===== config.mk =====
export PLATFORM = sky130hd
export DESIGN_NAME = nibble_serial_add16
export DESIGN_NICKNAME = d
export VERILOG_FILES = /design/src/rtl/nibble_serial_add16_pkg.sv /design/src/rtl/nibble_serial_add16_rca.sv /design/src/rtl/nibble_serial_add16.sv
export SDC_FILE = /design/constraint.sdc
export NUM_CORES = 1
export LEC_CHECK = 0
export ABC_AREA = 1
export BUFFER_PORTS_ARGS = -buffer_cell sky130_fd_sc_hd__buf_2
export CAP_MARGIN = 20
export CORE_ASPECT_RATIO = 1.5
export CORE_MARGIN = 10
export CORE_UTILIZATION = 37
export CTS_CLUSTER_DIAMETER = 40
export DETAILED_ROUTE_END_ITERATION = 8
export PLACE_DENSITY_LB_ADDON = 0.2
export SKIP_CTS_REPAIR_TIMING = 1
export SYNTH_ARGS = -nofsm -noshare
export SYNTH_HDL_FRONTEND = slang
export SYNTH_SLANG_ARGS = --single-unit

===== constraint.sdc =====
create_clock -name clk -period 2.9 [get_ports clk]
set_input_delay 0.145 -clock clk [delete_from_list [all_inputs] [get_ports clk]]
set_output_delay 0.145 -clock clk [all_outputs]
set_load 0.005 [all_outputs]

===== src/rtl/nibble_serial_add16_pkg.sv =====
// Shared constants for the nibble-serial adder: slice width, default operand
// width and the controller state encodings.
package nibble_serial_add16_pkg;

    localparam int NIB_W     = 4;
    localparam int W_DEFAULT = 16;

    localparam logic [1:0] ST_IDLE = 2'b00;
    localparam logic [1:0] ST_RUN  = 2'b01;
    localparam logic [1:0] ST_DONE = 2'b10;

endpackage


===== src/rtl/nibble_serial_add16_rca.sv =====
// 4-bit ripple-carry adder used as the per-cycle slice adder.
module rca_4b (
    input  logic [3:0] a,
    input  logic [3:0] b,
    input  logic       c_in,
    output logic [3:0] sum,
    output logic       c_out
);

    logic [4:0] carry;

    always_comb begin
        carry    = '0;
        sum      = '0;
        carry[0] = c_in;
        for (int i = 0; i < 4; i++) begin
            sum[i]       = a[i] ^ b[i] ^ carry[i];
            carry[i + 1] = (a[i] & b[i]) | (carry[i] & (a[i] ^ b[i]));
        end
    end

    assign c_out = carry[4];

endmodule


===== src/rtl/nibble_serial_add16.sv =====
// Nibble-serial adder: adds A+B+C_in one 4-bit slice per cycle and reports
// sum, carry-out and signed overflow with a one-cycle done pulse.
module nibble_serial_add16
    import nibble_serial_add16_pkg::*;
#(
    parameter int W   = W_DEFAULT,
    parameter int NIB = NIB_W
) (
    input  logic         clk,
    input  logic         rst_n,
    input  logic         start,
    input  logic [W-1:0] A,
    input  logic [W-1:0] B,
    input  logic         C_in,
    output logic         ready,
    output logic         busy,
    output logic         done,
    output logic [W-1:0] S,
    output logic         C_out,
    output logic         Ofl
);

    localparam int NSLICE = W / NIB;
    localparam int IDXW   = (NSLICE > 1) ? $clog2(NSLICE) : 1;
    localparam logic [IDXW-1:0] LAST_IDX = IDXW'(NSLICE - 1);

    logic [1:0]      state;
    logic [W-1:0]    a_reg;
    logic [W-1:0]    b_reg;
    logic [IDXW-1:0] idx;
    logic            carry;
    logic [W-1:0]    s_reg;
    logic            c_out_reg;
    logic            ofl_reg;

    logic [NIB-1:0]  nib_a;
    logic [NIB-1:0]  nib_b;
    logic [NIB-1:0]  nib_sum;
    logic            nib_carry;
    logic            accept;

    assign accept = start && ((state == ST_IDLE) || (state == ST_DONE));

    always_comb begin
        nib_a = a_reg[idx*NIB +: NIB];
        nib_b = b_reg[idx*NIB +: NIB];
    end

    rca_4b u_rca (
        .a     (nib_a),
        .b     (nib_b),
        .c_in  (carry),
        .sum   (nib_sum),
        .c_out (nib_carry)
    );

    always_ff @(posedge clk or negedge rst_n) begin
        if (!rst_n) begin
            state <= ST_IDLE;
        end else begin
            case (state)
                ST_IDLE: if (start) state <= ST_RUN;
                ST_RUN:  if (idx == LAST_IDX) state <= ST_DONE;
                ST_DONE: state <= start ? ST_RUN : ST_IDLE;
                default: state <= ST_IDLE;
            endcase
        end
    end

    // Operands are captured only on an accepted start so later input
    // activity (including start during RUN) cannot disturb the result.
    always_ff @(posedge clk or negedge rst_n) begin
        if (!rst_n) begin
            a_reg     <= '0;
            b_reg     <= '0;
            idx       <= '0;
            carry     <= 1'b0;
            s_reg     <= '0;
            c_out_reg <= 1'b0;
            ofl_reg   <= 1'b0;
        end else if (accept) begin
            a_reg <= A;
            b_reg <= B;
            carry <= C_in;
            idx   <= '0;
            s_reg <= '0;
        end else if (state == ST_RUN) begin
            s_reg[idx*NIB +: NIB] <= nib_sum;
            carry <= nib_carry;
            idx   <= idx + 1'b1;
            if (idx == LAST_IDX) begin
                c_out_reg <= nib_carry;
                ofl_reg   <= (a_reg[W-1] == b_reg[W-1]) && (nib_sum[NIB-1] != a_reg[W-1]);
            end
        end
    end

    assign ready = (state == ST_IDLE) || (state == ST_DONE);
    assign busy  = (state == ST_RUN);
    assign done  = (state == ST_DONE);
    assign S     = s_reg;
    assign C_out = c_out_reg;
    assign Ofl   = ofl_reg;

endmodule


==> impl_metrics.json <==
{
  "syn_to_final_growth_pct": 18.7,
  "start_util_pct": 37.8,
  "grt_pass1_vias": 2504,
  "slowest_delay_ns": 0.48,
  "yosysTopAreaCellShare_pct": 50.4,
  "cts_max_level": 2,
  "routed-via-count": 2316,
  "first_iter_violations": 104,
  "grt_usage_pct": 12.1,
  "io_buffers": 56,
  "rrSetupSlack_ns": 0.15,
  "rr_worst_depth": 14,
  "post-route-drc-count": 0,
  "p_comb_share_pct": 53.0,
  "status": "completed",
  "path_max_fanout": 7,
  "r2r-end": "S[3]",
  "syn_area_um2": 2730,
  "grt_antenna_before_repair": 0,
  "drive_gt1_share_pct": 20.9,
  "grt_pass1_wl_um": 11500,
  "slowest_stage": "fa_2",
  "grt_max_degree": 48,
  "critical_path_class": "flip-flop to flip-flop",
  "yosys_register_bits": 55,
  "ys_seq_area_share_pct": 50.4,
  "yosysUniqueCellTypes": 22,
  "clk_latency_ns": 0.31,
  "fp.coreArea_um2": 7230,
  "cts_buffers": 5,
  "tns_ns": 0,
  "num_rows": 38,
  "routedWlPerCell_um": 13.4,
  "wl_um": 6720,
  "hold_viol_final": 0,
  "synth-main-ff-cell": "dfrtp_1",
  "power.internal_mw": 2.14,
  "power_per_cell_area_nw_per_um2": 1190,
  "fp.dieArea_um2": 11300,
  "cts.sinks": 55,
  "setup_violations": 0,
  "synth_cells": 342,
  "power_switching_mw": 1.72,
  "cp-start-kind": "flip-flop",
  "dp.cells": 490,
  "final_cells": 502,
  "min_period_ns": 2.75,
  "min-delay-start": "B[6]",
  "synth_top_cell_by_area": "dfrtp_1",
  "p_sw_share_pct": 44.5,
  "placed_area_um2": 3080,
  "grt-ovfl-total": 0,
  "total_power_mw": 3.86,
  "max-vdd-ir-drop_mv": 0.471,
  "vias_per_cell": 4.61,
  "rsz0062_at_grt": "no",
  "synth_common_cells": "nand2_1 (155), dfrtp_1 (55), nand3_1 (38), inv_1 (25), nor2_1 (19)",
  "min_path_cells": 3,
  "die_y_um": 125,
  "path_cells": "clkinvlp_4 > nand3_1 > nand2_1 > fa_1 > inv_1 > fa_1 > inv_1 > fa_2 > inv_2 > fa_2 > nand2_2 > nor2_1 > nand3_1 > nand2_1",
  "ys.warnings.count": 0,
  "postRouteAntennaNets": 0,
  "diodes": 0,
  "fin_crit_sh_pct": 94.9,
  "ios": 57,
  "yosysMostFrequentCell": "nand2_1",
  "slew_violations": 0,
  "hpwl_um": 5070,
  "synth_area_leaders": "dfrtp_1 (50%), nand2_1 (21%), nand3_1 (7.0%)",
  "synth-edff-count": 0,
  "async_flop_share_pct": 100,
  "nets": 446,
  "root_buffer": "clkbuf_8",
  "first_pass_iters": 5,
  "syn_nets": 386,
  "cts_buffer_depth": 2,
  "timing.fmax_mhz": 363,
  "slew_headroom_pct": 46.4,
  "p_seq_share_pct": 34.2,
  "gp_congestion": 0.849,
  "hold_class": "primary input to flip-flop",
  "r2r_start": "idx[1]",
  "worstPathRequired_ns": 3.10,
  "hold-path-endpoint": "b_reg[6]",
  "clock_skew_ns": 0.00909,
  "cts.clk_slew.worst_paths_ns": 0.09,
  "fin_area_um2": 3240,
  "p_clk_share_pct": 12.8,
  "die_w_um": 90.1,
  "cp_data_arrival_time_ns": 2.95,
  "cts_tree": "done",
  "worst_slew_pin_slew_ns": 0.802,
  "synth.avg_cell_area_um2": 7.98,
  "crit_path_end_kind": "flip-flop",
  "cap_violations": 0,
  "p_leak_nw": 1.84,
  "hold_slack_ns": 0.0285
}
[final cells by class]
type | count | area, µm²
sequential | 55 | 1380
inverter | 26 | 106
fill | 795 | 3990
multi-input combinational | 246 | 1150
timing repair buffer | 68 | 374
clock buffer | 6 | 72.6
tap | 100 | 125
clock inverter | 1 | 30.0
[metal layers]
layer | routed length, µm | share of wire (%) | global-route usage (%)
met1 | 2800 | 42 | 13.5
met2 | 3540 | 53 | 21.9
met3 | 317 | 4.7 | 3.47
met4 | 63 | 0.94 | 2.82
met5 | 0 | 0 | 0
[power by group through the flow]
stage / logic (mW) / registers [mW] / clock network [mW]
CTS: 1.98 / 1.31 / 0.511
global placement: 1.95 / 1.32 / 0
global route: 2.38 / 1.36 / 0.541
floorplan: 1.46 / 1.26 / 0
detailed placement: 1.97 / 1.33 / 0
finish: 2.04 / 1.32 / 0.494
[placed cells by master (no fill, tap or decap), types with 2 or more instances in the layout]
cell type | synthesis | layout
buf_2 | 8 | 57
buf_4 | 0 | 9
clkbuf_8 | 0 | 5
dfrtp_1 | 55 | 54
fa_1 | 4 | 2
fa_2 | 0 | 2
ha_1 | 4 | 4
inv_1 | 25 | 22
inv_4 | 1 | 2
nand2_1 | 155 | 154
nand3_1 | 38 | 38
nand4_1 | 2 | 2
nor2_1 | 19 | 19
o211ai_1 | 4 | 4
o21ai_0 | 14 | 14
[kinds of logic after synthesis]
group / Yosys count / share of synthesized area [%]
AOI/OAI and AO/OA: 20 / 4.08
adders and majority gates: 8 / 4.77
buffers and inverters: 41 / 7.61
DFF: 55 / 50.4
and+or+nand+nor: 218 / 33.1
[through the flow]
step | utilization [%] | setup WS (ns)
after floorplan | - | 0.176
after global placement | 42.6 | 0.129
after detailed placement | 42.6 | 0.0523
after CTS | 44.0 | 0.0255
after global routing | 44.8 | 0.000764
final | 44.8 | 0.149
[worst max-delay path by stage]
stage | startpoint | endpoint | slack (ns) | cells after the start
after global routing | idx[0] | S[3] | 0.0008 | 14
after floorplan | idx[0] | Ofl | 0.18 | 15
final | idx[1] | S[3] | 0.15 | 14
after global placement | idx[0] | S[3] | 0.13 | 15
after detailed placement | idx[0] | Ofl | 0.05 | 15
after CTS | idx[0] | S[3] | 0.03 | 15
[critical path: cells and delay by family, from the launching register on]
family | cells | cell delay (ns)
simple gates | 6 | 0.48
buf+inv | 4 | 0.35
flops | 1 | 0.46
fa+ha+maj | 4 | 1.36
No activity file was read; power rests on OpenSTA's default activity.
